**src/rtl/pc_sequencer_pkg.sv**
```systemverilog
// Shared definitions for the program-counter sequencer and its decoder:
// FSM state encoding, default widths and control-priority selection.
package pc_sequencer_pkg;

  localparam int PC_ADDR_W = 8;
  localparam int PC_DATA_W = 16;

  typedef enum logic [2:0] {
    ST_IDLE   = 3'd0,
    ST_FETCH  = 3'd1,
    ST_DECODE = 3'd2,
    ST_EXEC   = 3'd3,
    ST_HALT   = 3'd4
  } state_t;

  // Listed highest priority first.
  typedef enum logic [2:0] {
    CTL_HALT = 3'd0,
    CTL_RET  = 3'd1,
    CTL_CALL = 3'd2,
    CTL_JUMP = 3'd3,
    CTL_SEQ  = 3'd4
  } ctl_t;

  function automatic ctl_t ctl_sel(input logic halt, input logic ret,
                                   input logic call, input logic jump);
    if (halt)      return CTL_HALT;
    else if (ret)  return CTL_RET;
    else if (call) return CTL_CALL;
    else if (jump) return CTL_JUMP;
    else           return CTL_SEQ;
  endfunction

endpackage

```
**src/rtl/pc_sequencer_if.sv**
```systemverilog
// Fetch handshake with program memory plus the decoder control/result bundle.
interface pc_sequencer_if #(
  parameter int ADDR_W = 8,
  parameter int DATA_W = 16
);
  logic              mem_req;
  logic [ADDR_W-1:0] mem_addr;
  logic              mem_ack;
  logic [DATA_W-1:0] mem_data;
  logic [DATA_W-1:0] instr;
  logic              instr_valid;
  logic              exec_done;
  logic              jump;
  logic              call;
  logic              ret;
  logic              halt;
  logic [ADDR_W-1:0] target;

  modport master (
    output mem_req, mem_addr, instr, instr_valid,
    input  mem_ack, mem_data, exec_done, jump, call, ret, halt, target
  );

  modport slave (
    input  mem_req, mem_addr, instr, instr_valid,
    output mem_ack, mem_data, exec_done, jump, call, ret, halt, target
  );
endinterface

```
**src/rtl/pc_sequencer_inc.sv**
```systemverilog
// PC increment datapath: modulo 2^W, wraps silently at the top of the address space.
module pc_sequencer_inc #(
  parameter int W = 8
) (
  input  logic [W-1:0] a,
  output logic [W-1:0] y
);
  assign y = a + W'(1);
endmodule

```
**src/rtl/pc_sequencer.sv**
```systemverilog
// Program-counter controller: fetch/decode/execute sequencing, jump, call/return and halt.
//
// state  | meaning
// IDLE   | after reset, waiting for start
// FETCH  | mem_req high at pc, waiting for mem_ack
// DECODE | instr latched, instr_valid pulse
// EXEC   | waiting for exec_done, then apply control
// HALT   | stopped (halt or stack error), waiting for start
module pc_sequencer
  import pc_sequencer_pkg::*;
#(
  parameter int ADDR_W      = PC_ADDR_W,
  parameter int DATA_W      = PC_DATA_W,
  parameter int STACK_DEPTH = 4
) (
  input  logic              clk,
  input  logic              rst_n,
  input  logic              start,
  input  logic [ADDR_W-1:0] start_addr,
  pc_sequencer_if.master    bus,
  output logic [ADDR_W-1:0] pc,
  output logic              halted,
  output logic              stack_err
);

  localparam int IDX_W = $clog2(STACK_DEPTH);
  localparam int SP_W  = IDX_W + 1;

  state_t            state, state_nxt;
  logic [ADDR_W-1:0] pc_nxt;
  logic [ADDR_W-1:0] pc_inc;
  logic [DATA_W-1:0] instr_q;
  logic [ADDR_W-1:0] stack_mem [STACK_DEPTH];
  logic [SP_W-1:0]   sp;
  logic [IDX_W-1:0]  wr_idx, rd_idx;
  logic              stack_empty, stack_full;
  logic              push, pop, err_set, restart, load_instr;

  pc_sequencer_inc #(.W(ADDR_W)) u_inc (
    .a (pc),
    .y (pc_inc)
  );

  assign wr_idx      = sp[IDX_W-1:0];
  assign rd_idx      = wr_idx - IDX_W'(1);
  assign stack_empty = (sp == '0);
  assign stack_full  = (sp == SP_W'(STACK_DEPTH));

  // Outputs decode directly from state so an async reset drops mem_req immediately.
  assign bus.mem_req     = (state == ST_FETCH);
  assign bus.mem_addr    = pc;
  assign bus.instr_valid = (state == ST_DECODE);
  assign bus.instr       = instr_q;
  assign halted          = (state == ST_HALT);

  always_comb begin
    state_nxt  = state;
    pc_nxt     = pc;
    push       = 1'b0;
    pop        = 1'b0;
    err_set    = 1'b0;
    restart    = 1'b0;
    load_instr = 1'b0;
    case (state)
      ST_IDLE, ST_HALT: begin
        if (start) begin
          pc_nxt    = start_addr;
          restart   = 1'b1;
          state_nxt = ST_FETCH;
        end
      end
      ST_FETCH: begin
        if (bus.mem_ack) begin
          load_instr = 1'b1;
          state_nxt  = ST_DECODE;
        end
      end
      ST_DECODE: state_nxt = ST_EXEC;
      ST_EXEC: begin
        if (bus.exec_done) begin
          case (ctl_sel(bus.halt, bus.ret, bus.call, bus.jump))
            CTL_HALT: begin
              pc_nxt    = pc_inc;
              state_nxt = ST_HALT;
            end
            CTL_RET: begin
              if (stack_empty) begin
                err_set   = 1'b1;
                state_nxt = ST_HALT;
              end else begin
                pop       = 1'b1;
                pc_nxt    = stack_mem[rd_idx];
                state_nxt = ST_FETCH;
              end
            end
            CTL_CALL: begin
              if (stack_full) begin
                err_set   = 1'b1;
                state_nxt = ST_HALT;
              end else begin
                push      = 1'b1;
                pc_nxt    = bus.target;
                state_nxt = ST_FETCH;
              end
            end
            CTL_JUMP: begin
              pc_nxt    = bus.target;
              state_nxt = ST_FETCH;
            end
            default: begin
              pc_nxt    = pc_inc;
              state_nxt = ST_FETCH;
            end
          endcase
        end
      end
      default: state_nxt = ST_IDLE;
    endcase
  end

  always_ff @(posedge clk or negedge rst_n) begin
    if (!rst_n) begin
      state     <= ST_IDLE;
      pc        <= '0;
      instr_q   <= '0;
      sp        <= '0;
      stack_err <= 1'b0;
    end else begin
      state <= state_nxt;
      pc    <= pc_nxt;
      if (load_instr) instr_q <= bus.mem_data;
      if (restart) begin
        sp        <= '0;
        stack_err <= 1'b0;
      end else begin
        if (push)         sp <= sp + SP_W'(1);
        else if (pop)     sp <= sp - SP_W'(1);
        if (err_set)      stack_err <= 1'b1;
      end
    end
  end

  // Entries above sp are never read, so the storage needs no reset.
  always_ff @(posedge clk) begin
    if (push) stack_mem[wr_idx] <= pc_inc;
  end

endmodule

```
**src/flat_wrapper.sv**
```systemverilog
// flat-port wrapper written by rule: the top's interface ports become plain ports
module pc_sequencer_flat import pc_sequencer_pkg::*;
#(
  parameter int ADDR_W      = PC_ADDR_W,
  parameter int DATA_W      = PC_DATA_W,
  parameter int STACK_DEPTH = 4
)
  (clk, rst_n, start, start_addr, pc, halted, stack_err, bus_mem_req, bus_mem_addr, bus_instr, bus_instr_valid, bus_mem_ack, bus_mem_data, bus_exec_done, bus_jump, bus_call, bus_ret, bus_halt, bus_target);
  pc_sequencer_if #(.ADDR_W(ADDR_W), .DATA_W(DATA_W)) bus_i ();
  input  logic clk;
  input  logic rst_n;
  input  logic start;
  input  logic [ADDR_W-1:0] start_addr;
  output logic [ADDR_W-1:0] pc;
  output logic halted;
  output logic stack_err;
  output wire logic [$bits(bus_i.mem_req)-1:0] bus_mem_req;
  output wire logic [$bits(bus_i.mem_addr)-1:0] bus_mem_addr;
  output wire logic [$bits(bus_i.instr)-1:0] bus_instr;
  output wire logic [$bits(bus_i.instr_valid)-1:0] bus_instr_valid;
  input wire logic [$bits(bus_i.mem_ack)-1:0] bus_mem_ack;
  input wire logic [$bits(bus_i.mem_data)-1:0] bus_mem_data;
  input wire logic [$bits(bus_i.exec_done)-1:0] bus_exec_done;
  input wire logic [$bits(bus_i.jump)-1:0] bus_jump;
  input wire logic [$bits(bus_i.call)-1:0] bus_call;
  input wire logic [$bits(bus_i.ret)-1:0] bus_ret;
  input wire logic [$bits(bus_i.halt)-1:0] bus_halt;
  input wire logic [$bits(bus_i.target)-1:0] bus_target;
  assign bus_mem_req = bus_i.mem_req;
  assign bus_mem_addr = bus_i.mem_addr;
  assign bus_instr = bus_i.instr;
  assign bus_instr_valid = bus_i.instr_valid;
  assign bus_i.mem_ack = bus_mem_ack;
  assign bus_i.mem_data = bus_mem_data;
  assign bus_i.exec_done = bus_exec_done;
  assign bus_i.jump = bus_jump;
  assign bus_i.call = bus_call;
  assign bus_i.ret = bus_ret;
  assign bus_i.halt = bus_halt;
  assign bus_i.target = bus_target;
  pc_sequencer #(.ADDR_W(ADDR_W), .DATA_W(DATA_W), .STACK_DEPTH(STACK_DEPTH)) u_core (.clk(clk), .rst_n(rst_n), .start(start), .start_addr(start_addr), .bus(bus_i), .pc(pc), .halted(halted), .stack_err(stack_err));
endmodule
```
**config.mk**
```make
export PLATFORM = sky130hd
export DESIGN_NAME = pc_sequencer_flat
export DESIGN_NICKNAME = d
export VERILOG_FILES = /design/src/rtl/pc_sequencer_pkg.sv /design/src/rtl/pc_sequencer_if.sv /design/src/rtl/pc_sequencer_inc.sv /design/src/rtl/pc_sequencer.sv /design/src/flat_wrapper.sv
export SDC_FILE = /design/constraint.sdc
export NUM_CORES = 1
export LEC_CHECK = 0
export CORE_MARGIN = 4
export CORE_UTILIZATION = 44
export CTS_CLUSTER_SIZE = 20
export DETAILED_ROUTE_END_ITERATION = 6
export PLACE_DENSITY = 0.87
export SLEW_MARGIN = 0
export SYNTH_ARGS = -nofsm -noshare
export SYNTH_HDL_FRONTEND = slang
export SYNTH_HIERARCHICAL = 1
export SYNTH_SLANG_ARGS = --single-unit
```
**constraint.sdc**
```tcl
create_clock -name clk -period 2.1 [get_ports clk]
set_input_delay 0.315 -clock clk [delete_from_list [all_inputs] [get_ports clk]]
set_output_delay 0.315 -clock clk [all_outputs]
set_load 0.03 [all_outputs]
```
==> results.toml, run 1 <==
[job]
cap_violations = 0

[pwr]
power.leakage_nw = 1.67
finalPower_mw = 6.65
irDropWorstVdd_mv = 1.17
powerDensity_mw_per_mm2 = 1560

[sta]
rsz0062_at_grt = "false"
fin_crit_sh = 0.946
holdWs_ns = 0.366
worst_pin_slew_ns = 0.969
slew_viol_final = 0
fmax_mhz = 504
slew_headroom = 0.349
clock_skew_ns = 0.0112
hold_viol_final = 0
setup_viol = 0
period_minus_slack_ns = 1.99
finalSetupTns_ns = 0

[synth]
ys_types = 38
netlist_area_mm2 = 0.00305
ys_ff_latch = 63
yosys-top-cells-area = "edfxtp_1 32%, dfrtp_1 25%, mux2_2 8.9%, mux4_2 5.9%, ha_1 2.5%"
synthArstFlopShare = 0.492
synth_fp_nets = 275
syn_inst = 228
synth-edff-count = 32
synth_top_area_share = 0.316
synth_ff_type = "edfxtp_1"
yosysTopAreaCell = "edfxtp_1"
avgSynthCellArea_um2 = 13.4
yosysSeqAreaShare = 0.570
yosys_warnings = 6

[critical_path]
path_max_fanout = 8
crit_required_ns = 2.39
worstReg2RegEnd = "u_core/sp[2]$_DFFE_PN0P_"
r2r_start = "u_core/state[2]$_DFFE_PN0P_"
cp-start-kind = "input port"
crit_type = "in -> reg"
reg2reg_setup_slack_ns = 0.16
reg2reg_depth = 8
endpoint_kind = "register"
crit_start = "bus_call"
critical_path_arrival_ns = 2.27

[grt]
grt_use_total = 0.181
antenna_found_initial = 0
grt_pass1_wl_um = 11600
grt_pass1_vias = 2451
grt_max_degree = 32
grt_overflow_total = 0

[cells_and_area]
final_cell_count_no_fill = 403
drive_above_1_share = 0.248
layout.nets = 365
syn2layout_area_growth_pct = 39.6
nFillCells = 485
final_common_cell = "clkdlybuf4s50_1"
antenna_cells = 0
final_cell_mix = "73 x clkdlybuf4s50_1, 32 x edfxtp_1, 29 x dfrtp_1"

[drt]
first_pass_iters = 4
routed.top_layer = "met4"
drc = 0
dr.first_iter.drc_count = 134
route.met3.wl_um = 580
via_per_inst = 5.48
wl_met2_um = 3700
ant_nets = 0
routedWlPerCell_um = 17.7
wirelength_um = 7130
drt-met1-wl_um = 2680
num_vias = 2207

[clock_tree]
insertion_delay_ns = 0.34
cts_made_buffers = 9
cts-root-buf = "clkbuf_8"
postCtsSetupBuffers = 0
cts_htree_levels = 3
holdBufCountCts = 0
cts_buffer_depth = 2
cts.sinks = 63
clk_pin_slew_ns = 0.07
cts_tree = "done"

[placed_design]
place_congestion = 0.844
hpwl_um = 5240
dp_cells = 387
portBuffers = 76

[floorplanning]
initial_utilization = 0.451
rows = 30
boundaryPins = 77
dieArea_mm2 = 0.00832
fp.dieW_um = 91.2
die_h_um = 91.2
core_area_mm2 = 0.00676

[hold_path]
min_path_type = "in -> async"

[status]
outcome = "finished, final reports clean"
==> kinds of logic (layout without fill, tap and decap cells) <==
group                      count (synthesis)  after routing  share of synthesized area
AOI/OAI and AO/OA                         28             28                     0.0612
DFF                                       63             63                      0.570
muxes                                     35             35                      0.158
buffers and inverters                     25            120                     0.0464
and+or+nand+nor                           63             63                      0.117
xor gates and xnor gates                   8              8                     0.0230
adders and majority gates                  6              6                     0.0247
==> worst max-delay path, cell delays in order <==
cell and delay [ns]:
clkdlybuf4s50_1 0.53, nor2_1 0.07, nor3_1 0.74, a221oi_1 0.20, a21oi_1 0.24, mux2_2 0.17
==> sequential cells by signal (all words and copies together), names as in the netlist <==
| register | cells |
|---|---|
| u_core/state | 3 |
| u_core/sp | 3 |
| u_core/stack_mem | 32 |
| u_core/bus.instr | 16 |
| u_core/stack_err | 1 |
| u_core/bus.mem_addr | 8 |
==> per-layer routing <==
metal	up-vias	track usage
met5	-	0
met2	113	0.308
li1	1010	-
met4	0	0.0980
met3	16	0.0539
met1	1068	0.202
==> cells in the mapped netlist (2+ instances only) <==
master and n:
o22ai_1 2, ha_1 6, nand2b_1 2, nor2b_1 2
buf_1 2, nor2_1 15, a21oi_1 14, a221oi_1 8
buf_4 9, mux2_2 24, and2_1 5, buf_2 5
nor3_1 2, dfrtp_1 31, edfxtp_1 32, nand3_1 5
inv_1 7, xnor2_1 6, nand2_1 19, nand3b_1 4
mux2i_1 3, xor2_1 2, mux4_2 8
==> per-stage QoR <==
| stage | utilization | worst slack [ns] | instance area [um2] |
|---|---|---|---|
| 2_1_floorplan | - | 0.0169 | 3060 |
| 3_3_place_gp | 0.589 | -0.149 | 3980 |
| 3_5_place_dp | 0.589 | -0.197 | 3980 |
| 4_1_cts | 0.629 | 0.0167 | 4250 |
| 5_1_grt | 0.629 | 0.0147 | 4250 |
| 6_report | 0.629 | 0.114 | 4250 |
==> timing repair <==
item | 4_1_cts | 5_1_grt
gates resized for setup | 4 | 2
endpoints found under the setup margin | 3 | 2
endpoints found under the hold margin | 0 | 0
==> report_power, final <==
part / switching (mW) / internal, mW / leakage, nW
clock: 0.464 / 0.944 / 0.134
sequential: 0.334 / 1.75 / 0.660
combinational: 1.70 / 1.45 / 0.871
==> cell type report <==
type                       count  area [um2]  share of cell area
tap                           80         100              0.0235
multi-input combinational    140        1170               0.276
inverter                       7        26.3             0.00618
clock buffer                  11         141              0.0332
clock inverter                 5         129              0.0303
timing repair buffer          97         945               0.222
sequential                    63        1740               0.409
==> worst max path at each step <==
stage,to,slack [ns],cells past startpoint
finish,u_core/bus.mem_addr[5]$_DFFE_PN0P_,0.11,6
global route,halted,0.01,4
CTS,bus_instr_valid,0.02,2
detailed placement,u_core/sp[2]$_DFFE_PN0P_,-0.20,9
global placement,u_core/sp[2]$_DFFE_PN0P_,-0.15,9
floorplan,u_core/sp[2]$_DFFE_PN0P_,0.02,11
Power figures use the tool's default switching activity.
==> run 2: changes to the inputs <==
--- a/config.mk
+++ b/config.mk
@@ -5,12 +5,11 @@
 export SDC_FILE = /design/constraint.sdc
 export NUM_CORES = 1
 export LEC_CHECK = 0
-export CORE_MARGIN = 4
+export CORE_MARGIN = 3
 export CORE_UTILIZATION = 44
 export CTS_CLUSTER_SIZE = 20
 export DETAILED_ROUTE_END_ITERATION = 6
 export PLACE_DENSITY = 0.87
-export SLEW_MARGIN = 0
 export SYNTH_ARGS = -nofsm -noshare
 export SYNTH_HDL_FRONTEND = slang
 export SYNTH_HIERARCHICAL = 1
==> results.toml, run 2 (synthesis results as in run 1) <==
[placed_design]
hpwl_um = 5630
portBuffers = 76
place_congestion = 0.837
place_ws_ns = -0.194

[cells_and_area]
final_common_cell = "clkdlybuf4s50_1"
top_register = "u_core/stack_mem"
syn2layout_area_growth_pct = 38.5
drive_above_1_share = 0.248
antenna_cells = 0
largest_reg_flops = 32
layout.nets = 368
final_cell_mix = "73 x clkdlybuf4s50_1, 32 x edfxtp_1, 31 x dfrtp_1"

[floorplanning]
dieArea_mm2 = 0.00796
die_h_um = 89.2
core_area_mm2 = 0.00653
rows = 29
initial_utilization = 0.466
fp.dieW_um = 89.2
boundaryPins = 77

[clock_tree]
clk_pin_slew_ns = 0.07
cts-root-buf = "clkbuf_8"
cts_buffer_depth = 2
cts_tree = "done"
postCtsSetupBuffers = 0
cts.sinks = 63
cts_made_buffers = 9
insertion_delay_ns = 0.33
cts_htree_levels = 3

[drt]
via_per_inst = 5.67
drc = 0
ant_nets = 0
num_vias = 2284
routedWlPerCell_um = 19.7
wirelength_um = 7950
dr.first_iter.drc_count = 169
first_pass_iters = 4

[sta]
fin_crit_sh = 0.946
hold_viol_final = 0
clock_skew_ns = 0.00811
slew_viol_final = 0
fmax_mhz = 504
worst_pin_slew_ns = 0.612
rsz0062_at_grt = "false"
holdWs_ns = 0.392
slew_headroom = 0.590
setup_viol = 0
setup_ws_ns = 0.114
period_minus_slack_ns = 1.99

[pwr]
irDropWorstVdd_mv = 1.16
powerDensity_mw_per_mm2 = 1540
finalPower_mw = 6.50
power.leakage_nw = 1.65

[critical_path]
endpoint_kind = "primary output"
critical_path.max_stage_delay_ns = 0.68
path_cells = "buf_4, clkdlybuf4s50_1"
cp_slowest_cell = "clkdlybuf4s50_1"
cp-start-kind = "register"
path_max_fanout = 6
critical_path_arrival_ns = 1.67
crit_required_ns = 1.78
crit_type = "reg -> out"

[grt]
grt_overflow_total = 0
grt_use_total = 0.216
grt_max_degree = 32
grt_pass1_wl_um = 12800
antenna_found_initial = 0
grt_pass1_vias = 2539

[hold_path]
min_path_type = "in -> async"

[status]
outcome = "finished, final reports clean"

[job]
cap_violations = 0
## run 2: cell types whose count changed in the layout (fill, tap and decap cells not counted), sizes merged
| cell | change |
|---|---|
| clkinvlp | +3 |
| buf | +3 |
| dlygate4sd2 | +1 |
| bufinv | -2 |
| clkdlybuf4s15 | -1 |
| clkbuf | -1 |
## run 2: power by group
group	switching (mW)	internal [mW]
clock network	0.461	0.664
registers	0.311	1.75
logic	1.83	1.48
total	2.60	3.90
## run 2: worst paths after layout
kind                       depth (start not counted)                               start  slack (ns)                                 end
max                                                2  u_core/bus.mem_addr[0]$_DFFE_PN0P_        0.11                               pc[0]
max reg2reg                                        5         u_core/state[1]$_DFFE_PN0P_        0.14  u_core/bus.mem_addr[0]$_DFFE_PN0P_
min in group clk                                   1     u_core/bus.instr[4]$_DFFE_PN0P_        0.51     u_core/bus.instr[4]$_DFFE_PN0P_
max in group asynchronous                          2                               rst_n        1.41  u_core/bus.mem_addr[7]$_DFFE_PN0P_
min                                                2                               rst_n        0.39         u_core/state[0]$_DFFE_PN0P_
min reg2reg                                        1     u_core/bus.instr[4]$_DFFE_PN0P_        0.51     u_core/bus.instr[4]$_DFFE_PN0P_
## run 2: layout make-up
| class | count | area, um2 |
|---|---|---|
| multi-input combinational | 140 | 1180 |
| tap | 77 | 96.3 |
| timing repair buffer | 100 | 966 |
| clock inverter | 6 | 86.3 |
| clock buffer | 10 | 128 |
| fill | 461 | 2310 |
| inverter | 7 | 26.3 |
| sequential | 63 | 1740 |
## run 2: timing repair
item	4_1_cts	5_1_grt
setup endpoints to repair	2	9
gates cloned	0	0
hold buffers	0	0
resized for setup	2	2
## run 2: critical path: cells and delay by family, from the launching register on
family | cells | cell delay [ns]
flip-flops | 1 | 0.48
buffers and inverters | 2 | 0.87
## run 2: per-layer routing
layer | share of wire | GRT usage | vias up | wire length (um)
met1 | 0.38 | 0.248 | 1139 | 2990
met4 | 0.014 | 0.0650 | 0 | 114
li1 | - | - | 1014 | -
met2 | 0.52 | 0.378 | 120 | 4170
met5 | 0 | 0 | - | 0
met3 | 0.086 | 0.0774 | 11 | 682
## run 2: per-stage QoR
stage,instance area (um2),TNS [ns],util,cells
6_report,4220,0,0.646,403
5_1_grt,4220,0,0.646,403
3_3_place_gp,4000,-1.16,0.612,387
4_1_cts,4210,0,0.644,403
3_5_place_dp,4000,-1.63,0.612,387
2_1_floorplan,3060,0,-,228
